`src/rtl/ps2_pkg.sv`:
```
// Purpose: shared PS/2 constants, transmit FSM encoding and parity helper.
// Latency: n/a (declarations only).
// Backpressure: n/a.
package ps2_pkg;

  // Frame layout: 8 data bits, then parity, stop, and the device ACK on edge 11.
  localparam int DATA_BITS   = 8;
  localparam int PARITY_EDGE = DATA_BITS + 1;
  localparam int ACK_EDGE    = 11;

  // Default timing at a 25 MHz system clock.
  localparam int DEF_INHIBIT_CYCLES = 2500;    // 100 us
  localparam int DEF_TIMEOUT_CYCLES = 375000;  // 15 ms

  typedef enum logic [2:0] {
    IDLE,
    INHIBIT,
    REQ,
    DATA,
    PARITY,
    STOP,
    ACK,
    WAIT_IDLE
  } tx_state_t;

  // PS/2 uses odd parity: the parity bit makes the count of ones odd.
  function automatic logic odd_parity(input logic [DATA_BITS-1:0] d);
    return ~^d;
  endfunction

endpackage

```
`src/rtl/ps2_line_sync.sv`:
```
// Purpose: 2-flop synchronizer for one raw PS/2 line plus falling-edge detect.
// Latency: level valid 2 clk after the pin; fall pulses 1 clk wide, 2 clk after the pin drops.
// Backpressure: none; free-running sampler.
module ps2_line_sync (
  input  logic clk,
  input  logic reset,
  input  logic raw,
  output logic lvl,
  output logic fall
);

  logic meta;
  logic cur;
  logic prev;

  // Resync chain; flops reset high to match an idle (released) bus.
  always_ff @(posedge clk or posedge reset) begin
    if (reset) begin
      meta <= 1'b1;
      cur  <= 1'b1;
      prev <= 1'b1;
    end else begin
      meta <= raw;
      cur  <= meta;
      prev <= cur;
    end
  end

  assign lvl  = cur;
  assign fall = prev & ~cur;

endmodule

```
`src/rtl/ps2_host_tx.sv`:
```
// Purpose: host-to-device PS/2 command transmitter (inhibit, request-to-send, 8N-odd frame, ACK check).
// Latency: INHIBIT_CYCLES + 11 device clocks + line idle; drive changes 1 clk after a detected fall.
// Backpressure: tx_start is ignored while tx_busy is high; no queueing.
module ps2_host_tx
  import ps2_pkg::*;
#(
  parameter int INHIBIT_CYCLES = DEF_INHIBIT_CYCLES,
  parameter int TIMEOUT_CYCLES = DEF_TIMEOUT_CYCLES
) (
  input  logic       clk,
  input  logic       reset,
  input  logic [7:0] tx_data,
  input  logic       tx_start,
  output logic       tx_busy,
  output logic       tx_done,
  output logic       tx_error,
  input  logic       ps2c_in,
  input  logic       ps2d_in,
  output logic       ps2c_drive_low,
  output logic       ps2d_drive_low
);

  localparam int IN_W = $clog2(INHIBIT_CYCLES + 1);
  localparam int TO_W = $clog2(TIMEOUT_CYCLES + 1);
  localparam logic [IN_W-1:0] IN_START = IN_W'(INHIBIT_CYCLES - 2);
  localparam logic [IN_W-1:0] IN_LAST  = IN_W'(INHIBIT_CYCLES - 1);
  localparam logic [TO_W-1:0] TO_LAST  = TO_W'(TIMEOUT_CYCLES - 1);
  localparam logic [TO_W-1:0] TO_MAX   = TO_W'(TIMEOUT_CYCLES);
  localparam logic [3:0]      PAR_E    = 4'(PARITY_EDGE);
  localparam logic [3:0]      ACK_E    = 4'(ACK_EDGE);

  logic c_lvl, c_fall, d_lvl, d_fall_unused;

  ps2_line_sync u_sync_c (.clk(clk), .reset(reset), .raw(ps2c_in), .lvl(c_lvl), .fall(c_fall));
  ps2_line_sync u_sync_d (.clk(clk), .reset(reset), .raw(ps2d_in), .lvl(d_lvl), .fall(d_fall_unused));

  tx_state_t            state, state_n;
  logic [DATA_BITS-1:0] data_q, data_n;
  logic                 par_q, par_n;
  logic                 ack_q, ack_n;
  logic [IN_W-1:0]      inh_cnt, inh_n;
  logic [3:0]           edge_cnt, edge_n;
  logic [TO_W-1:0]      to_cnt, to_n;
  logic                 cd_q, cd_n, dd_q, dd_n;
  logic                 done_n, err_n;
  logic                 in_frame;

  assign in_frame = (state != IDLE) && (state != INHIBIT);

  // State, shift register, counters and registered line drives.
  always_ff @(posedge clk or posedge reset) begin
    if (reset) begin
      state    <= IDLE;
      data_q   <= '0;
      par_q    <= 1'b0;
      ack_q    <= 1'b0;
      inh_cnt  <= '0;
      edge_cnt <= '0;
      to_cnt   <= '0;
      cd_q     <= 1'b0;
      dd_q     <= 1'b0;
      tx_done  <= 1'b0;
      tx_error <= 1'b0;
    end else begin
      state    <= state_n;
      data_q   <= data_n;
      par_q    <= par_n;
      ack_q    <= ack_n;
      inh_cnt  <= inh_n;
      edge_cnt <= edge_n;
      to_cnt   <= to_n;
      cd_q     <= cd_n;
      dd_q     <= dd_n;
      tx_done  <= done_n;
      tx_error <= err_n;
    end
  end

  // Next-state, next-drive and pulse generation.
  always_comb begin
    state_n = state;
    data_n  = data_q;
    par_n   = par_q;
    ack_n   = ack_q;
    inh_n   = inh_cnt;
    edge_n  = edge_cnt;
    to_n    = to_cnt;
    cd_n    = cd_q;
    dd_n    = dd_q;
    done_n  = 1'b0;
    err_n   = 1'b0;

    if (in_frame && to_cnt == TO_LAST) begin
      // Device went silent too long: let go of both lines and report.
      state_n = IDLE;
      cd_n    = 1'b0;
      dd_n    = 1'b0;
      to_n    = '0;
      err_n   = 1'b1;
    end else begin
      // The watchdog restarts on every device clock, bounding the longest silence.
      if (in_frame) begin
        if (to_cnt != TO_MAX) to_n = to_cnt + 1'b1;
        if (c_fall) begin
          to_n = '0;
          if (edge_cnt != 4'hF) edge_n = edge_cnt + 4'd1;
        end
      end

      case (state)
        IDLE: begin
          cd_n = 1'b0;
          dd_n = 1'b0;
          if (tx_start) begin
            data_n  = tx_data;
            par_n   = odd_parity(tx_data);
            inh_n   = '0;
            edge_n  = '0;
            cd_n    = 1'b1;
            state_n = INHIBIT;
          end
        end
        INHIBIT: begin
          inh_n = inh_cnt + 1'b1;
          if (inh_cnt == IN_START) dd_n = 1'b1;  // start bit in the final inhibit cycle
          if (inh_cnt == IN_LAST) begin
            cd_n    = 1'b0;
            dd_n    = 1'b1;
            to_n    = '0;
            state_n = REQ;
          end
        end
        REQ: begin
          if (c_fall) begin
            dd_n    = ~data_q[0];
            data_n  = data_q >> 1;
            state_n = DATA;
          end
        end
        DATA: begin
          if (c_fall) begin
            if (edge_cnt + 4'd1 == PAR_E) begin
              dd_n    = ~par_q;
              state_n = PARITY;
            end else begin
              dd_n   = ~data_q[0];
              data_n = data_q >> 1;
            end
          end
        end
        PARITY: begin
          if (c_fall) begin
            dd_n    = 1'b0;  // stop bit: release the line
            state_n = STOP;
          end
        end
        STOP: begin
          if (c_fall && (edge_cnt + 4'd1 == ACK_E)) begin
            ack_n   = d_lvl;
            state_n = ACK;
          end
        end
        ACK: begin
          if (ack_q) begin
            err_n   = 1'b1;
            state_n = IDLE;
          end else begin
            state_n = WAIT_IDLE;
          end
        end
        WAIT_IDLE: begin
          if (c_lvl && d_lvl) begin
            done_n  = 1'b1;
            state_n = IDLE;
          end
        end
        default: state_n = IDLE;
      endcase
    end
  end

  assign tx_busy        = (state != IDLE);
  assign ps2c_drive_low = cd_q;
  assign ps2d_drive_low = dd_q;

endmodule

```
`config.mk`:
```
export PLATFORM = sky130hd
export DESIGN_NAME = ps2_host_tx
export DESIGN_NICKNAME = d
export VERILOG_FILES = /design/src/rtl/ps2_pkg.sv /design/src/rtl/ps2_line_sync.sv /design/src/rtl/ps2_host_tx.sv
export SDC_FILE = /design/constraint.sdc
export NUM_CORES = 1
export LEC_CHECK = 0
export BUFFER_PORTS_ARGS = -buffer_cell sky130_fd_sc_hd__buf_2
export CAP_MARGIN = 20
export CORE_MARGIN = 2
export CORE_UTILIZATION = 60
export DETAILED_ROUTE_END_ITERATION = 6
export GPL_ROUTABILITY_DRIVEN = 0
export PLACE_DENSITY = 0.76
export SYNTH_ARGS = -nofsm -noshare
export SYNTH_HDL_FRONTEND = slang
export SYNTH_SLANG_ARGS = --single-unit
```
`constraint.sdc`:
```
create_clock -name clk -period 3.2 [get_ports clk]
set_input_delay 0 -clock clk [delete_from_list [all_inputs] [get_ports clk]]
set_output_delay 0 -clock clk [all_outputs]
set_load 0.01 [all_outputs]
```
## Word level (Yosys, flattened, before mapping)

Index checks and enable logic that the tools add are counted.

- $add $sub $neg: 3
- Equal/unequal tests: 28
- Multiplexer cells: 47
- Bitwise logic cells: 5
- Reduce and logical (&&, ||, !) cells: 18

Operator list:

| cell | count |
|---|---|
| $mux 19 | 6 |
| $mux 8 | 4 |
| $mux 3 | 10 |
| $eq 12x12->1 const B | 2 |
| $ne 3x3->1 const B | 8 |
| $pmux 12 s2 | 1 |
| $pmux 3 s8 | 1 |
| $pmux 8 s3 | 1 |
| $mux 4 | 5 |
| $add 19x1->19 const B | 1 |
| $eq 19x19->1 const B | 1 |
| $ne 19x19->1 const B | 1 |
| $mux 1 | 16 |
| $add 12x1->12 const B | 1 |
| $eq 3x3->1 const B | 4 |
| $mux 12 | 1 |
| $reduce_and 3->1 | 3 |
| $reduce_bool 3->1 | 3 |
| $eq 4x4->1 const B | 2 |
| $ne 2x2->1 const B | 4 |
| $ne 4x4->1 const B | 2 |
| $reduce_and 8->1 | 1 |
| $reduce_xnor 8->1 | 1 |
| $eq 3x2->1 const B | 2 |
| 14 further kinds | 20 |

- Bits in registers: 57
- Input bits: 13
- Output and inout port bits: 5
- Word-level logic and storage cells: 117

## Longest topological paths before layout

Gate-level depths: netlist of the first run.

- Depth after elaboration: 7
- Mapped depth: 8
- Depth with buffers taken out: 8

## Cells and area by module

Synthesis of the first run repeated with hierarchy kept, for this count alone.

- Cell total of the unflattened synthesis: 360
- Area total of the unflattened synthesis: 3253.1 um2

Modules (own cells, without submodules):

| module | instances | cells each | area each (um2) | sequential area each (um2) |
|---|---|---|---|---|
| ps2_host_tx | 1 | 350 | 3060.4 | 1301.2 |
| ps2_line_sync | 2 | 5 | 96.3 | 78.8 |

## Worst setup path after synthesis of the first run

OpenSTA, ideal clock, no wires.

- Path kind: register -> register
- Start point: register edge_cnt[0]
- End point: register data_q[0]
- Setup time: 0.125 ns
- Arrival: 1.966 ns
- Data required time: 3.075 ns
- Path slack: 1.110 ns
- Stages on the path, launching flop included: 8
- Path buffers: 0
- Period minus slack after synthesis: 2.090 ns
- Cell sequence: dfrtp_1 ha_1 or2_2 o21ai_2 a41oi_1 nor3b_2 o21ai_4 mux2_2

- Cells in the longest elaborated chain, start to end: 4

Ends and longest elaborated chain:

| what | RTL line | text |
|---|---|---|
| start: declaration | ps2_host_tx.sv:42 | `logic [3:0] edge_cnt, edge_n;` |
| start signal: assignment | ps2_host_tx.sv:70 | `edge_cnt <= edge_n;` |
| $add 4x1->4 | ps2_host_tx.sv:142 | `if (edge_cnt + 4'd1 == PAR_E) begin` |
| $eq 4x4->1 | ps2_host_tx.sv:142 |  |
| $ne 2x2->1 (no line) | n/a |  |
| $reduce_and 6->1 (no line) | n/a |  |
| end signal: assignment | ps2_host_tx.sv:66 | `data_q <= data_n;` |
| end: declaration | ps2_host_tx.sv:38 | `logic [DATA_BITS-1:0] data_q, data_n;` |

Every way passes these cells.
A chain may end at the register's enable or synchronous reset.

## Final worst setup path of the first run

Same ends and word-level chain as after synthesis.

==> results of run 1 <==
-- final timing paths --
kind / start / end / depth (start not counted)
max in group asynchronous: reset / u_sync_c.lvl$_DFF_PP1_ / 4
min reg2reg: u_sync_d.meta$_DFF_PP1_ / u_sync_d.lvl$_DFF_PP1_ / 0
max: edge_cnt[0]$_DFFE_PP0P_ / data_q[0]$_DFFE_PP0P_ / 7
max reg2reg: edge_cnt[0]$_DFFE_PP0P_ / data_q[0]$_DFFE_PP0P_ / 7
min in group asynchronous: reset / to_cnt[4]$_DFF_PP0_ / 3
min: tx_data[4] / data_q[4]$_DFFE_PP0P_ / 4
-- stage by stage --
| stage | cell area [sq um] | std cells | utilization |
|---|---|---|---|
| floorplan | 3150 | 345 | - |
| detailed placement | 3290 | 424 | 0.649 |
| finish | 3520 | 444 | 0.694 |
| global route | 3520 | 444 | 0.694 |
| global placement | 3290 | 424 | 0.649 |
| CTS | 3520 | 444 | 0.694 |
-- flip-flops by register name, indices dropped and copies added (netlist names), 3 cells and up --
| signal | cells |
|---|---|
| to_cnt | 19 |
| inh_cnt | 12 |
| data_q | 8 |
| edge_cnt | 4 |
| state | 3 |
-- what timing repair did --
| action | 4_1_cts | 5_1_grt |
|---|---|---|
| endpoints found under the hold margin | 36 | 0 |
| gates resized for setup | 0 | 0 |
| hold buffers | 4 | 0 |
| buffers inserted | 0 | 0 |
-- cell usage in the layout, fill, tap and decap left out, types with 4 or more instances in the layout --
cell type / count
mux2_2: 9
nand3_1: 11
clkbuf_8: 10
o211ai_1: 4
ha_1: 7
xnor2_1: 11
nor4_1: 7
a21oi_1: 10
a31oi_1: 8
o21ai_0: 19
nor3_1: 11
inv_1: 10
xor2_1: 12
nand2_1: 57
and3_1: 10
dfstp_2: 5
dfrtp_1: 52
buf_2: 17
nor2_1: 34
o31ai_1: 4
nand4_1: 10
dlygate4sd3_1: 4
-- cell families after synthesis --
group / after synthesis
flops: 57
simple gates: 164
buf+inv: 22
mux: 11
compound gates: 61
xor+xnor: 23
fa+ha+maj: 7
-- layer usage --
layer,part of all wire,GRT usage
met5,0,0
met4,0.013,0.105
met3,0.048,0.0604
met2,0.46,0.377
met1,0.48,0.322
-- final cells by class --
| type | instances | area share |
|---|---|---|
| repair buffers | 24 | 0.0419 |
| multi-input cells | 266 | 0.461 |
| flip-flops and latches | 57 | 0.407 |
| well taps | 70 | 0.0249 |
| clock buffers | 13 | 0.0423 |
| clock inverters | 3 | 0.0114 |
| inverters | 11 | 0.0117 |
-- power groups by stage --
stage               Clock (mW)  Sequential, mW  Combinational [mW]
CTS                      0.662            1.05               0.950
detailed placement           0            1.07               0.937
global route             0.698            1.08                1.06
global placement             0            1.06               0.908
finish                   0.647            1.06               0.943
floorplan                    0           0.992               0.781
-- worst min-delay path: cells and delay by family --
kind / cells / cell delay, ns
muxes: 1 / 0.13
and+or+nand+nor: 2 / 0.10
buffers and inverters: 1 / 0.09
==> metrics.cfg, run 1 <==
[logic_synthesis]
yosys_warnings = 0
synthesis.nets = 365
netlist_instances = 345
synth_cell_types = 49
yosysTopAreaCell = dfrtp_1
yosysSeqAreaShare = 0.455
synthTopCellsByCount = 57 x nand2_1, 52 x dfrtp_1, 34 x nor2_1
synth.avg_cell_area_sq_um = 9.13
synth_xor_area_frac = 0.0639
yosysMostFrequentCell = nand2_1
synth-async-reset-ratio = 1.00
synth_compound_area_frac = 0.129
ys_seq_elements = 57
synthDominantCellAreaShare = 0.413
yosys.area_share.simple = 0.256
synth_top_family_by_area = simple AND/OR/NAND/NOR gates
synth_edf_count = 0
synth_ff_type = dfrtp_1
synth_area_sq_mm = 0.00315
synth_fa_ha_area_frac = 0.0278
synthMuxAreaShare = 0.0385
ys_top_cells_by_area = dfrtp_1 41%, nand2_1 6.8%, dfstp_2 4.2%

[routing]
drtIter0Drc = 166
dr.pass1.iters = 4
routed_wirelength_um = 6630
drt-vias-per-instance = 5.74
wire_per_inst_um = 14.9
drc = 0
vias = 2550
ant_nets = 0

[sta]
setup_ws_ns = 0.810
rsz0062_at_grt = no
fin_setup_tns_ns = 0
fin_crit_sh = 0.747
slew_headroom = 0.513
max_freq_mhz = 418
hold_ws_ns = 0.0281
skew_ns = 0.00914
period_needed_ns = 2.39
drv_slew = 0
worst_slew_pin_slew_ns = 0.724
setup_violations = 0
hold_viol_final = 0

[cts]
cts_buffers = 9
cts_root_buffer = clkbuf_8
path_clk_slew_ns = 0.06
clock_sinks = 57
htree_levels = 3
cts_tree = yes
clockBufferDepth = 2
insertion_delay_ns = 0.33

[power_and_ir_drop]
peakVddDrop_mv = 0.463
p_comb_frac = 0.356
p_leak_nw = 1.55
seqPwrFrac = 0.400
intPower_mw = 1.64
p_switching_mw = 1.01
p_clk_frac = 0.244
total_power_mw = 2.65
swShare = 0.382
power_density_mw_per_mm2 = 753

[place]
io_buffer_count = 17
dp_slack_ns = 0.829
place_hpwl_um = 4660

[finish]
multiInputGateArea_sq_mm = 0.00162
fill_cells = 403
register_area_sq_mm = 0.00143
syn_to_final_growth_pct = 11.8
drive_gt1_frac = 0.152
antenna_cells = 0
fin_nets = 389

[setup_path]
path_class = flip-flop to flip-flop
crit_required_ns = 3.41
r2r_slack_ns = 0.81
slowest_delay_ns = 0.44
worstPathMaxFanout = 8
crit_slowest_cell = dfrtp_1
timing.critical_path.buf_inv = 0
startpoint_type = flip-flop
cp-end-kind = flip-flop
path_cells = ha_1, or2_2, o21ai_2, a41oi_1, nor3b_2, o21ai_4, mux2_2
arrival_ns = 2.60
path_delay_family = compound AO/OA/AOI/OAI gates

[floorplan]
rows = 26
ioPinCount = 18
coreArea_sq_mm = 0.00507
die_h_um = 76.5
fp.dieW_um = 76.5
start_util = 0.621
dieArea_sq_mm = 0.00585

[grt]
grt_max_degree = 35
grt_remaining_overflow = 0
grt_use_total = 0.242
grt_pass1_wl_um = 11300
antenna_found_initial = 0
grt_pass1_vias = 2555

[run]
drv_cap = 0

[min_path]
hold_class = input pin to flip-flop

[run_status]
outcome = finished clean

Note: power is estimated with default switching activity, not from simulation.
==> run 2: changes to the inputs <==
clock period = 2.3 ns   (was 3.2 ns; I/O delays follow)
==> run 2 against run 1 <==
Clock skew is 0.00053 ns higher. Setup slack got worse by 0.69 ns. Largest power group unchanged. Non-clock buffer count is 14 higher. Core utilization rose by 3.8 points. Flip-flop and latch count stayed put. Sequential power grew 36%. Maximum frequency grew 9.8%. Worst hold slack worse by 0.019 ns. Design area grew 5.5%. Combinational power is 51% higher. Total power is 53% higher.
==> metrics.cfg, run 2 (synthesis results as in run 1) <==
[finish]
largest_reg_flops = 19  ; unchanged
fin_nets = 403  ; +3.6%
drive_gt1_frac = 0.191  ; +0.0383
antenna_cells = 0  ; unchanged
fin_area_sq_mm = 0.00372  ; +5.5%
largest_registers = to_cnt (19), inh_cnt (12), data_q (8)
layout_commonest_cell = nand2_1
syn_to_final_growth_pct = 18.0
final_cell_mix = 57 x nand2_1, 52 x dfrtp_1, 34 x nor2_1
largest-register = to_cnt

[sta]
skew_ns = 0.00968  ; +0.000533 ns
max_freq_mhz = 459  ; +9.8%
worst_slew_pin_slew_ns = 0.678  ; -0.0469 ns
setup_ws_ns = 0.124  ; -0.686 ns
setup_violations = 0  ; unchanged
rsz0062_at_grt = no
slew_headroom = 0.547  ; +0.0340
period_needed_ns = 2.18  ; -0.214 ns
hold_viol_final = 0  ; unchanged
drv_slew = 0  ; unchanged
hold_ws_ns = 0.00902  ; -0.0191 ns
fin_crit_sh = 0.946  ; +0.199
fin_setup_tns_ns = 0  ; unchanged

[setup_path]
r2r_slack_ns = 0.12  ; -0.69 ns
crit_slowest_cell = dfrtp_1
timing.critical_path.from = edge_cnt[0]$_DFFE_PP0P_
arrival_ns = 2.40  ; -0.20 ns
path_cells = ha_1, or2_2, o21ai_2, a41oi_2, nor3b_4, o21ai_4, mux2_2
path_class = flip-flop to flip-flop
timing.critical_path.buf_inv = 0  ; unchanged
startpoint_type = flip-flop
crit_required_ns = 2.53  ; -0.88 ns
path_delay_family = compound AO/OA/AOI/OAI gates
slowest_delay_ns = 0.38  ; -0.06 ns
cp-end-kind = flip-flop
timing.rr.start = edge_cnt[0]$_DFFE_PP0P_
worstPathMaxFanout = 8  ; unchanged

[routing]
routed_wirelength_um = 6750  ; +1.8%
drt-vias-per-instance = 5.77  ; +0.40%
vias = 2641  ; +3.6%
drtIter0Drc = 199  ; +20%
ant_nets = 0  ; unchanged
drc = 0  ; unchanged
dr.pass1.iters = 4  ; unchanged
wire_per_inst_um = 14.7  ; -1.3%

[cts]
cts_root_buffer = clkbuf_8
clock_sinks = 57  ; unchanged
path_clk_slew_ns = 0.07  ; about the same
clockBufferDepth = 2  ; unchanged
insertion_delay_ns = 0.35  ; +0.02 ns
htree_levels = 3  ; unchanged
cts_buffers = 9  ; unchanged
cts_tree = yes

[grt]
antenna_found_initial = 0  ; unchanged
grt_use_total = 0.257  ; +0.0151
grt_remaining_overflow = 0  ; unchanged
grt_pass1_wl_um = 11900  ; +5.2%
grt_pass1_vias = 2571  ; +0.63%
grt_max_degree = 32  ; -8.6%

[min_path]
hold_class = input pin to flip-flop
hold_start = tx_data[3]

[run]
drv_cap = 0  ; unchanged

[floorplan]
fp.dieW_um = 76.5  ; unchanged
ioPinCount = 18  ; unchanged
dieArea_sq_mm = 0.00585  ; unchanged
start_util = 0.621  ; unchanged
coreArea_sq_mm = 0.00507  ; unchanged
rows = 26  ; unchanged
die_h_um = 76.5  ; unchanged

[power_and_ir_drop]
peakVddDrop_mv = 0.570  ; +23%
p_leak_nw = 1.65  ; +6.4%
power_density_mw_per_mm2 = 1090  ; +45%

[run_status]
outcome = finished clean

[place]
place_hpwl_um = 4610  ; -1.1%
io_buffer_count = 17  ; unchanged
dp_slack_ns = 0.102  ; -0.728 ns
postPlaceCellArea_sq_mm = 0.00338  ; +2.7%

run 2: cell types whose count changed in the layout (fill, tap and decap cells not counted), moves of 2 or more:
cell       before  now
clkbuf_1        3    1
buf_4           3   16
bufinv_16       1    3
clkinv_2        2    0
run 2: power breakdown:
group          switching [mW]  internal [mW]
clock                   0.408          0.781
combinational           0.824          0.592
sequential              0.223           1.22
run 2: path summary, 6_finish.rpt:
path | endpoint | cells past startpoint
max | data_q[1]$_DFFE_PP0P_ | 7
min | data_q[3]$_DFFE_PP0P_ | 4
max reg2reg | data_q[1]$_DFFE_PP0P_ | 7
min reg2reg | u_sync_d.lvl$_DFF_PP1_ | 0
max in group asynchronous | u_sync_c.lvl$_DFF_PP1_ | 4
min in group asynchronous | to_cnt[1]$_DFF_PP0_ | 3
run 2: cell type report:
| cell class | count | area (sq um) |
|---|---|---|
| Fill cell | 403 | 1360 |
| Tap cell | 70 | 87.6 |
| Clock buffer | 12 | 155 |
| Inverter | 11 | 41.3 |
| Clock inverter | 4 | 98.8 |
| Timing Repair Buffer | 38 | 255 |
| Sequential cell | 57 | 1430 |
| Multi-Input combinational cell | 266 | 1650 |
run 2: stage by stage:
stage,cells,utilization,power (mW)
6_report,458,0.732,4.05
4_1_cts,457,0.727,4.05
5_1_grt,458,0.732,4.34
3_5_place_dp,436,0.667,2.84
2_1_floorplan,345,-,2.47
3_3_place_gp,436,0.667,2.80
run 2: worst min-delay path: stages:
cell	delay, ns
buf_2	0.09
nand2_1	0.04
nand2_1	0.05
mux2_2	0.13
run 2: what timing repair did:
item / 4_1_cts / 5_1_grt
endpoints found under the hold margin: 33 / 0
setup endpoints to repair: 0 / 7
hold buffers: 5 / 0
buffers inserted: 0 / 1
gates resized for setup: 0 / 4
run 2: routing by layer:
layer,share of wire,GRT usage,vias up
met5,0,0,-
met1,0.46,0.339,1260
met2,0.47,0.411,70
met4,0.016,0.0818,0
li1,-,-,1302
met3,0.052,0.0746,9
==> run 3: changes to the inputs <==
CORE_MARGIN = unset   (was 2)
CORE_UTILIZATION = 25   (was 60)
PLACE_DENSITY = 0.36   (was 0.76)
SLEW_MARGIN = 20   (was unset)
==> run 3 against run 2 <==
Worst hold slack gained 0.013 ns. Clock skew shrank 0.0061 ns. Design area grew 6.1%. Non-clock buffer count grew 6. Via count shrank 0.98%. Sequential share of layout area shrank 2.2 points. Register-to-register slack gained 0.06 ns. Largest cell class unchanged. Highest routed layer unchanged.
==> metrics.cfg, run 3 (synthesis results as in run 1) <==
[run_status]
outcome = finished clean

[setup_path]
cp-end-kind = flip-flop
worstPathMaxFanout = 8  ; unchanged
timing.critical_path.buf_inv = 2  ; +2
path_class = flip-flop to flip-flop
path_cells = buf_4, inv_1, ha_1, nand2_1, nor3_1, a41oi_1, nor3b_2, o21ai_4, mux2_2
slowest_delay_ns = 0.37  ; about the same
crit_cells = 9  ; +2
reg2reg_depth = 9  ; +2
crit_required_ns = 2.52  ; about the same
startpoint_type = flip-flop
path_delay_family = simple AND/OR/NAND/NOR gates
crit_slowest_cell = dfrtp_1
arrival_ns = 2.33  ; -0.07 ns

[routing]
drt-vias-per-instance = 4.66  ; -19%
routed_wirelength_um = 7900  ; +17%
drtIter0Drc = 81  ; -59%
vias = 2615  ; -0.98%
wire_per_inst_um = 14.1  ; -4.4%
ant_nets = 0  ; unchanged
drc = 0  ; unchanged
dr.pass1.iters = 5  ; +1

[finish]
fin_area_sq_mm = 0.00394  ; +6.1%
drive_gt1_frac = 0.196  ; +0.00521
final_cell_mix = 57 x nand2_1, 52 x dfrtp_1, 34 x nor2_1
fill_cells = 1267  ; +210%
fin_nets = 409  ; +1.5%
largest-register = to_cnt
antenna_cells = 0  ; unchanged
layout_commonest_cell = nand2_1
largest_registers = to_cnt (19), inh_cnt (12), data_q (8)
largest_reg_flops = 19  ; unchanged
syn_to_final_growth_pct = 25.1
fin_cells = 561  ; +22%

[floorplan]
rows = 40  ; +54%
dieArea_sq_mm = 0.0131  ; +120%
fp.dieW_um = 114  ; +49%
die_h_um = 114  ; +49%
start_util = 0.259  ; -0.362
coreArea_sq_mm = 0.0122  ; +140%
ioPinCount = 18  ; unchanged

[sta]
fin_setup_tns_ns = 0  ; unchanged
period_needed_ns = 2.11  ; -0.0630 ns
rsz0062_at_grt = no
hold_viol_final = 0  ; unchanged
fin_crit_sh = 0.919  ; -0.0274
skew_ns = 0.00359  ; -0.00608 ns
worst_slew_pin_slew_ns = 0.766  ; +0.0881 ns
slew_headroom = 0.489  ; -0.0588
setup_ws_ns = 0.187  ; +0.0630 ns
drv_slew = 0  ; unchanged
max_freq_mhz = 473  ; +3.0%
setup_violations = 0  ; unchanged

[place]
dpl.cell_count = 542  ; +24%
io_buffer_count = 17  ; unchanged
postPlaceCellArea_sq_mm = 0.00359  ; +6.1%
dp_slack_ns = 0.193  ; +0.0914 ns
place_hpwl_um = 5580  ; +21%

[power_and_ir_drop]
p_leak_nw = 1.71  ; +4.0%
peakVddDrop_mv = 0.456  ; -20%
power_density_mw_per_mm2 = 1120  ; +3.3%

[grt]
grt_pass1_vias = 2668  ; +3.8%
antenna_found_initial = 0  ; unchanged
grt_remaining_overflow = 0  ; unchanged
grt_max_degree = 33  ; +3.1%
grt_use_total = 0.139  ; -0.118
grt_pass1_wl_um = 13600  ; +14%

[cts]
htree_levels = 3  ; unchanged
cts_root_buffer = clkbuf_16
insertion_delay_ns = 0.34  ; about the same
cts_tree = yes
clock_sinks = 57  ; unchanged
cts_buffers = 9  ; unchanged
cts_setup_buffers = 0  ; unchanged
path_clk_slew_ns = 0.05  ; -0.02 ns
clockBufferDepth = 2  ; unchanged

[min_path]
worstHoldPathCells = 4  ; unchanged
hold_class = input pin to flip-flop

[run]
drv_cap = 0  ; unchanged

-- run 3: cell count changes in the layout (fill, tap and decap cells not counted), sizes merged --
cell	change
bufinv	-1
dlygate4sd3	-1
buf	+7
-- run 3: report_power, final --
part	switching [mW]	leakage, nW	internal [mW]	total [mW]
registers	0.206	0.743	1.22	1.43
clock network	0.468	0.153	0.969	1.44
logic	0.873	0.817	0.693	1.57
total	1.55	1.71	2.89	4.43
-- run 3: layout make-up --
class / instances / area, sq um / share of cell area
multi-input combinational: 266 / 1620 / 0.412
sequential: 57 / 1430 / 0.363
clock buffer: 12 / 246 / 0.0625
clock inverter: 3 / 65.1 / 0.0165
timing repair buffer: 44 / 323 / 0.0819
inverter: 11 / 41.3 / 0.0105
tap: 168 / 210 / 0.0533
-- run 3: worst paths after layout --
check	start	end	slack (ns)
worst min register to register	u_sync_c.meta$_DFF_PP1_	u_sync_c.lvl$_DFF_PP1_	0.36
worst min-delay path	tx_data[0]	data_q[0]$_DFFE_PP0P_	0.02
worst max-delay path	edge_cnt[0]$_DFFE_PP0P_	data_q[3]$_DFFE_PP0P_	0.19
max in group asynchronous	reset	u_sync_c.prev$_DFF_PP1_	1.22
min in group asynchronous	reset	inh_cnt[10]$_DFFE_PP0P_	0.33
worst max register to register	edge_cnt[0]$_DFFE_PP0P_	data_q[3]$_DFFE_PP0P_	0.19
-- run 3: layer usage --
layer,global-route usage,wire [um],up-vias
li1,-,-,1312
met1,0.179,3930,1266
met2,0.217,3610,26
met3,0.0466,248,11
met4,0.0494,121,0
met5,0,0,-
-- run 3: tightest hold or removal path: cells and delay by family --
kind | cells | cell delay, ns
buffers and inverters | 1 | 0.09
muxes | 1 | 0.13
and+or+nand+nor | 2 | 0.11
-- run 3: through the flow --
stage	util	hold slack (ns)	total power, mW
after detailed placement	0.295	0.106	3.04
after floorplan	-	0.00448	2.47
after global routing	0.324	0.0342	4.76
after global placement	0.295	0.107	3.04
after CTS	0.324	0.0170	4.52
final	0.324	0.0216	4.43
-- run 3: repair_timing --
item	CTS	global route
gates resized for setup	0	0
setup endpoints to repair	0	0
hold buffers	4	0
hold endpoints to repair	33	0
